==> src/rtl/codeword_serializer.sv <==
// Drains 128-bit encoded words as SYM_W-bit symbols over valid/ready.
// Optional sync preamble before each word: define SER_PREAMBLE_EN.
module codeword_serializer #(
  parameter int          WORD_W    = 128,
  parameter int          SYM_W     = 2,
  parameter bit          MSB_FIRST = 1'b1,
  parameter logic [15:0] PREAMBLE  = 16'hF628
) (
  input  logic              clk,
  input  logic              reset,
  input  logic              start,
  input  logic [WORD_W-1:0] data_in,
  output logic              in_ready,
  output logic              ser_valid,
  input  logic              ser_ready,
  output logic [SYM_W-1:0]  ser_data,
  output logic              ser_last,
  output logic              done,
  output logic              overflow
);

  localparam int N  = WORD_W / SYM_W;
  localparam int CW = $clog2(N);
  localparam logic [CW-1:0] LAST = CW'(N - 1);

  localparam logic [1:0] S_IDLE = 2'd0;
  localparam logic [1:0] S_SEND = 2'd1;
`ifdef SER_PREAMBLE_EN
  localparam logic [1:0] S_PRE  = 2'd2;
  localparam logic [1:0] S_FIRST = S_PRE;
  localparam int NP = 16 / SYM_W;
  localparam int PW = $clog2(NP);
  localparam logic [PW-1:0] PLAST = PW'(NP - 1);
`else
  localparam logic [1:0] S_FIRST = S_SEND;
`endif

  logic [1:0]        r_state;
  logic [WORD_W-1:0] r_sr;
  logic [WORD_W-1:0] r_hr;
  logic              r_hold_full;
  logic [CW-1:0]     r_cnt;
  logic              r_done;
  logic              r_ovf;
`ifdef SER_PREAMBLE_EN
  logic [15:0]       r_pre;
  logic [PW-1:0]     r_pcnt;
`else
  logic              w_unused_pre;
  assign w_unused_pre = ^PREAMBLE;
`endif

  logic              w_acc;
  logic              w_xfer;
  logic              w_end;
  logic [SYM_W-1:0]  w_sym;
  logic [WORD_W-1:0] w_sr_shift;

  assign in_ready  = !r_hold_full;
  assign ser_valid = (r_state != S_IDLE);
  assign ser_last  = (r_state == S_SEND) && (r_cnt == LAST);
  assign done      = r_done;
  assign overflow  = r_ovf;

  assign w_acc  = start && !r_hold_full;
  assign w_xfer = ser_valid && ser_ready;
  assign w_end  = w_xfer && ser_last;

  assign w_sym = MSB_FIRST ? r_sr[WORD_W-1 -: SYM_W]
                           : r_sr[SYM_W-1:0];
  assign w_sr_shift = MSB_FIRST ? (r_sr << SYM_W)
                                : (r_sr >> SYM_W);

  always_comb begin
    ser_data = '0;
    if (r_state == S_SEND) ser_data = w_sym;
`ifdef SER_PREAMBLE_EN
    if (r_state == S_PRE) ser_data = r_pre[15 -: SYM_W];
`endif
  end

  always_ff @(posedge clk) begin
    if (!reset) begin
      r_state     <= S_IDLE;
      r_sr        <= '0;
      r_hr        <= '0;
      r_hold_full <= 1'b0;
      r_cnt       <= '0;
      r_done      <= 1'b0;
      r_ovf       <= 1'b0;
`ifdef SER_PREAMBLE_EN
      r_pre       <= '0;
      r_pcnt      <= '0;
`endif
    end else begin
      r_done <= w_end;
      if (start && r_hold_full) r_ovf <= 1'b1;
      case (r_state)
        S_IDLE: begin
          if (w_acc) begin
            r_sr    <= data_in;
            r_cnt   <= '0;
            r_state <= S_FIRST;
`ifdef SER_PREAMBLE_EN
            r_pre   <= PREAMBLE;
            r_pcnt  <= '0;
`endif
          end
        end
        S_SEND: begin
          if (w_end) begin
            r_cnt <= '0;
            // held word wins; an empty hold lets data_in go straight in
            if (r_hold_full || w_acc) begin
              r_sr        <= r_hold_full ? r_hr : data_in;
              r_hold_full <= 1'b0;
              r_state     <= S_FIRST;
`ifdef SER_PREAMBLE_EN
              r_pre       <= PREAMBLE;
              r_pcnt      <= '0;
`endif
            end else begin
              r_state <= S_IDLE;
            end
          end else begin
            if (w_xfer) begin
              r_sr  <= w_sr_shift;
              r_cnt <= r_cnt + 1'b1;
            end
            if (w_acc) begin
              r_hr        <= data_in;
              r_hold_full <= 1'b1;
            end
          end
        end
`ifdef SER_PREAMBLE_EN
        S_PRE: begin
          if (w_xfer) begin
            r_pre  <= r_pre << SYM_W;
            r_pcnt <= r_pcnt + 1'b1;
            if (r_pcnt == PLAST) r_state <= S_SEND;
          end
          if (w_acc) begin
            r_hr        <= data_in;
            r_hold_full <= 1'b1;
          end
        end
`endif
        default: r_state <= S_IDLE;
      endcase
    end
  end

endmodule

==> config.mk <==
export PLATFORM = sky130hd
export DESIGN_NAME = codeword_serializer
export DESIGN_NICKNAME = d
export VERILOG_FILES = /design/src/rtl/codeword_serializer.sv
export SDC_FILE = /design/constraint.sdc
export NUM_CORES = 1
export LEC_CHECK = 0
export BUFFER_PORTS_ARGS = -buffer_cell sky130_fd_sc_hd__buf_2
export CAP_MARGIN = 20
export CELL_PAD_IN_SITES_DETAIL_PLACEMENT = 1
export CELL_PAD_IN_SITES_GLOBAL_PLACEMENT = 1
export CORE_MARGIN = 1.5
export CORE_UTILIZATION = 45
export CTS_BUF_LIST = sky130_fd_sc_hd__clkbuf_2
export DETAILED_ROUTE_END_ITERATION = 8
export PLACE_DENSITY_LB_ADDON = 0.1
export REMOVE_ABC_BUFFERS = 1
export SKIP_LAST_GASP = 1
export SLEW_MARGIN = 40
export SYNTH_ARGS = -nofsm -noshare
export SYNTH_HDL_FRONTEND = slang
export SYNTH_SLANG_ARGS = --single-unit
==> constraint.sdc <==
create_clock -name clk -period 4.4 [get_ports clk]
set_input_delay 0.66 -clock clk [delete_from_list [all_inputs] [get_ports clk]]
set_output_delay 0.66 -clock clk [all_outputs]
set_load 0.02 [all_outputs]
==> results of run 1 <==
worst max-delay path, cell delays in order (launching register included):
cell and delay [ns]:
dfxtp_4 0.38, buf_12 0.30, buf_16 0.32, clkinv_1 0.33
buf_2 0.26
cell type report:
cell class                      instances  area share [%]
Multi-Input combinational cell       1199           49.38
Sequential cell                       266           34.81
Timing Repair Buffer                  189           8.444
Clock buffer                          110           3.593
Tap cell                              390           3.185
Clock inverter                          8          0.3920
Inverter                                4          0.1470
Antenna cell                            3         0.04900
timing repair:
action / CTS / global route
buffers inserted: 0 / 0
hold endpoints to repair: 26 / 5
setup endpoints to repair: 0 / 0
hold buffers: 26 / 5
kinds of logic after synthesis:
family                   after synthesis  synth area share, %
buffers and inverters                203                6.227
multiplexers                         126                9.217
flip-flops                           266                38.92
AO/OA/AOI/OAI                        530                25.72
adder cells (fa/ha/maj)                1              0.09143
AND/OR/NAND/NOR                      541                19.76
XOR/XNOR                               1              0.06402
layer usage:
layer,routed length [µm],part of all wire [%],track usage (%)
met4,676,1.6,8.263
met1,19060,47,32.96
met5,0,0,0
met3,1412,3.4,4.306
met2,19830,48,44.99
worst max path at each step:
stage | end | slack [ns]
after floorplan | r_hr[100]$_SDFFE_PN0P_ | -13.49
after global placement | r_sr[70]$_SDFFE_PN0P_ | 1.44
after detailed placement | r_sr[31]$_SDFFE_PN0P_ | 1.35
after CTS | in_ready | 1.23
after global routing | ser_last | 1.10
final | in_ready | 1.31
power breakdown:
part / leakage, nW / switching (mW) / internal, mW / total, mW
clock network: 0.486 / 1.06 / 0.706 / 1.76
logic: 2.62 / 0.538 / 0.378 / 0.917
registers: 2.18 / 0.121 / 2.59 / 2.72
total: 5.29 / 1.71 / 3.68 / 5.39
metrics by stage:
stage | std cells | cell area, µm² | hold WS, ns
floorplan | 1469 | 12850 | 0.4429
detailed placement | 2017 | 14390 | 0.4621
global route | 2168 | 15320 | 0.003197
finish | 2169 | 15320 | 0.05643
global placement | 2015 | 14310 | 0.4525
CTS | 2161 | 15260 | 0.0004775
registers in the layout, summed over array words and instances (netlist names):
name         flops
done             1
overflow         1
r_cnt            6
r_hold_full      1
r_hr           128
r_sr           128
r_state          1
placed cells by master (no fill, tap or decap), types with 3 or more instances in the layout:
cell type | Yosys | routed
and2_1 | 6 | 5
dlygate4sd3_1 | 0 | 31
o21ai_0 | 132 | 132
a21oi_1 | 133 | 133
diode_2 | 0 | 3
clkbuf_2 | 0 | 110
mux2i_1 | 126 | 126
a311oi_1 | 98 | 98
nor3_1 | 124 | 124
buf_6 | 4 | 5
buf_2 | 45 | 137
o31ai_1 | 3 | 3
a31oi_1 | 123 | 123
clkinv_1 | 1 | 5
nand2_1 | 136 | 134
nor2_1 | 8 | 8
a211oi_1 | 3 | 3
dfxtp_1 | 266 | 264
buf_12 | 0 | 6
buf_4 | 1 | 7
a311oi_2 | 30 | 30
nand3_1 | 137 | 136
o211ai_1 | 3 | 3
nand2b_1 | 125 | 125
==> metrics, run 1 <==
status=completed; Worst R2R Path Depth=5; total power draw=roughly 5.4 mW; share of cells above drive strength 1=17.68%; leading post-synthesis cells by cell area=dfxtp_1, mux2i_1, a311oi_1; DR WL/cell=between 15 and 20 µm; antenna-violating nets left=0; hold path cells=3; gr usage total=26.03%; Worst Skew=0.07204 ns; initial antenna violation count=3; number of CTS-inserted buffers=75; hold endpoint=r_hr[102]$_SDFFE_PN0P_; largest net degree at the start of global routing=154; Final WS setup=1.312 ns; clk slew on worst S/H paths=about 0.09 ns; register area=~5300 µm²; P_leak=5.292 nW; Site Rows=63; Area Overhead vs Synth=11.97%; cts repair resizes=0; final slew viol count=0; Worst R2R Start=r_state[0]$_SDFFE_PN0P_; Hold Vio Cnt, Final=0; Iteration-0 DRC Markers=762; crit-path max FO=43; Synth async-reset ratio=0%; final WL=40.99 mm; first-pass GRT wire length=67.50 mm; drt first pass iters=5; post-DP HPWL=21.50 mm; Starting Density=45.92%; # DRC=0; Die Span Y=177.4 µm; most frequent cell after synthesis=dfxtp_1; min Tclk post-route=3.088 ns; die width=177.4 µm; Tightest Pin Transition=slightly above 0.8 ns; most frequent cells after synthesis=dfxtp_1, clkbuf_1, nand3_1; CP startpoint=r_hold_full$_SDFFE_PN0P_; Slew HR=45.32%; Crit Path Class=flop to primary output; setup violators final=0; yosys warns=0; Tcrit/Tclk final=70.18%; Via Count=13058; GPL Wtd Cong=0.7371; reg2reg setup slack=1.38 ns; TritonCTS clock tree=yes; Synth Register Bits=about 270; area of the multi-input gates=7566 µm²; Critical Path AT=2.43 ns; die area=31460 µm²; EDFF count, synth=0; Max Cap Viol=0; total gr overflow=0; H-tree Lvls=3; fmax=323.8 MHz; nets=~1900; Ports=approximately 140; number of distinct library cells after synthesis=34; IO Port Bufs=about 140; PwrDens=352.0 nW/µm²; CP startpoint kind=flop; post-synth design cell area=13680 µm²; worst path required time=3.74 ns; RSZ-0062 raised after global routing=no; Reg-to-Reg End=r_sr[33]$_SDFFE_PN0P_; dominant cell type by area after synthesis=dfxtp_1; clk root buf=clkbuf_2; dpl ws=around 1.4 ns; Main synth FF type=dfxtp_1; Clk Latency, worst-skew pair=0.87 ns; sequential area share after synthesis=between 30% and 40%; Crit. End Element=primary output; filler cell count=3672; CTS Buffer Depth=3; Final Core Density=51.42%; Worst Hold Class=primary input to flop; post-route setup TNS=0 ns; vias in the first global route=13453; Synth top area share=38.92%; via-per-instance ratio=6.020; Syn Inst Count=1668; mean area per synthesized cell=between 8 and 9 µm²; core area=just under 30000 µm²; number of clock sinks=266; Hold Crit Start=data_in[102]; Max IR drop VDD=between 0.00015 and 0.0002 V
No activity file was read; power rests on OpenSTA's default activity.
==> run 2, diff against run 1 <==
--- a/config.mk
+++ b/config.mk
@@ -10,7 +10,7 @@
 export CELL_PAD_IN_SITES_DETAIL_PLACEMENT = 1
 export CELL_PAD_IN_SITES_GLOBAL_PLACEMENT = 1
 export CORE_MARGIN = 1.5
-export CORE_UTILIZATION = 45
+export CORE_UTILIZATION = 42
 export CTS_BUF_LIST = sky130_fd_sc_hd__clkbuf_2
 export DETAILED_ROUTE_END_ITERATION = 8
 export PLACE_DENSITY_LB_ADDON = 0.1
==> constraint.sdc (replaced) <==
create_clock -name clk -period 2.6 [get_ports clk]
set_input_delay 0.39 -clock clk [delete_from_list [all_inputs] [get_ports clk]]
set_output_delay 0.39 -clock clk [all_outputs]
set_load 0.02 [all_outputs]
==> run 2 against run 1 <==
  * Via count increased by 5.7%
  * Setup slack got worse by 1.1 ns
  * Sequential cell count unchanged
  * Clock-buffer cell count decreased by 2
  * Non-clock buffer count increased by 119
  * Critical path type unchanged
  * Design area increased by 9.3%
  * Sequential power increased by 68%
  * Critical path depth decreased by 1
  * Worst hold slack improved by 0.21 ns
==> metrics, run 2 (synthesis results as in run 1) <==
Ports=139 (unchanged); IO Port Bufs=138 (unchanged); post-DP HPWL=22.66 mm (was 21.50 mm); Cell Count, Final, Fillers Out=2346 (was 2169); nets=1990 (was 1868); PwrDens=561.3 nW/µm² (was 352.0 nW/µm²); most frequent cells in the layout=dfxtp_1, nand3_1, buf_2 (was dfxtp_1, buf_2, nand3_1); Die Span Y=183.5 µm (was 177.4 µm); filler cell count=3822 (was 3672); clk root buf=clkbuf_2 (unchanged); share of cells above drive strength 1=17.31% (was 17.68%); P_leak=5.900 nW (was 5.292 nW); TritonCTS clock tree=yes (unchanged); status=completed (unchanged); Worst Hold Class=primary input to flop (unchanged); Via Count=13804 (was 13058); total gr overflow=0 (unchanged); worst path required time=2.21 ns (was 3.74 ns); drt first pass iters=5 (unchanged); fmax=410.8 MHz; final WL=44.21 mm (was 40.99 mm); Starting Density=43.03% (was 45.92%); number of clock sinks=266 (unchanged); # DRC=0 (unchanged); commonest non-fill, non-tap cell in the layout=dfxtp_1 (unchanged); die area=33670 µm² (was 31460 µm²); die width=183.5 µm (was 177.4 µm); Clk Latency, worst-skew pair=0.92 ns (was 0.87 ns); Area Overhead vs Synth=22.35% (was 11.97%); initial antenna violation count=5 (was 3); CP startpoint kind=flop (unchanged); first-pass GRT wire length=72.38 mm (was 67.50 mm); Worst Skew=0.05325 ns (was 0.07204 ns); final slew viol count=0 (unchanged); CTS Buffer Depth=3 (unchanged); via-per-instance ratio=5.884 (was 6.020); crit-path max FO=36 (was 43); largest registers=r_hr x128, r_sr x128, r_cnt x6 (unchanged); Worst R2R Path Depth=4 (was 5); Tightest Pin Transition=0.8204 ns (was 0.8201 ns); worst hold slack=0.2678 ns (was 0.05643 ns); Max IR drop VDD=0.0002644 V (was 0.0001615 V); setup violators final=0 (unchanged); largest net degree at the start of global routing=192 (was 154); Iteration-0 DRC Markers=879 (was 762); Slew HR=45.31% (was 45.32%); Site Rows=65 (was 63); min Tclk post-route=around 2.4 ns; DR WL/cell=18.84 µm (was 18.90 µm); hold path cells=4 (was 3); gr usage total=26.24% (was 26.03%); vias in the first global route=14175 (was 13453); Critical Path AT=2.04 ns (was 2.43 ns); Hold Vio Cnt, Final=0 (unchanged); Crit Path Class=flop to primary output (unchanged); number of CTS-inserted buffers=78 (was 75); Crit. End Element=primary output (unchanged); Max Cap Viol=0 (unchanged); Tcrit/Tclk final=93.63%; antenna-violating nets left=0 (unchanged); GPL Wtd Cong=0.7299 (was 0.7371); DP Cell Count=2074 (was 2017); H-tree Lvls=3 (unchanged); clk slew on worst S/H paths=0.10 ns (was 0.09 ns); core area=31800 µm² (was 29800 µm²); Final Core Density=52.65% (was 51.42%)
==> run 2: cell count changes in the layout (fill, tap and decap cells not counted), moves of 2 or more <==
cell / before / now
clkinv_1: 5 / 19
dfxtp_1: 264 / 262
buf_12: 6 / 17
bufbuf_16: 0 / 2
dfxtp_2: 0 / 2
dlygate4sd3_1: 31 / 135
clkbuf_2: 110 / 108
buf_4: 7 / 14
diode_2: 3 / 5
buf_6: 5 / 2
==> run 2: stage by stage <==
stage / setup WS (ns) / power (mW) / setup TNS [ns] / cell area [µm²]
2_1_floorplan: -15.29 / 5.698 / -2956.75 / 12850
3_3_place_gp: 0.4087 / 6.193 / 0 / 14610
3_5_place_dp: 0.2954 / 6.243 / 0 / 14610
4_1_cts: 0.02203 / 9.525 / 0 / 16720
5_1_grt: -0.01057 / 9.979 / -0.01057 / 16740
6_report: 0.1657 / 9.396 / 0 / 16740
==> run 2: area by class of cell <==
class	count	area, µm²	area share [%]
inverter	4	20.02	0.1196
antenna	5	12.51	0.07474
multi-input combinational	1199	7577	45.26
clock buffer	108	540.5	3.229
sequential	266	5335	31.87
clock inverter	21	105.1	0.6278
tap	435	544.3	3.251
timing repair buffer	308	2606	15.57
==> run 2: worst paths after layout <==
path | start | to | slack (ns)
hold / removal | data_in[61] | r_hr[61]$_SDFFE_PN0P_ | 0.27
setup / recovery | r_state[0]$_SDFFE_PN0P_ | ser_data[0] | 0.17
hold reg to reg | r_hr[101]$_SDFFE_PN0P_ | r_hr[101]$_SDFFE_PN0P_ | 0.47
setup reg to reg | r_cnt[4]$_SDFFE_PN0P_ | r_hr[100]$_SDFFE_PN0P_ | 0.20
==> run 2: what timing repair did <==
item	4_1_cts	5_1_grt
setup buffers	1	0
gates resized for setup	11	1
hold buffers	135	0
endpoints found under the hold margin	260	0
cloned	2	0
pin swaps	1	0
endpoints found under the setup margin	2	1
==> run 2: where the power goes <==
group          internal [mW]  switching (mW)  total (mW)
Clock                   1.20            1.87        3.07
Sequential              4.39           0.186        4.58
Combinational          0.772           0.977        1.75
Total                   6.36            3.04        9.40
==> run 2: critical path, stage by stage, from the launching register on <==
cell,delay [ns]
dfxtp_4,0.50
buf_6,0.28
and2_1,0.18
buf_2,0.16
==> run 2: layer usage <==
layer	vias to the layer above	GRT usage (%)	share of wire (%)
met5	-	0	0
met4	0	9.377	2.3
met3	78	5.269	4.1
met2	297	43.77	48
met1	6797	33.57	46
li1	6632	-	-
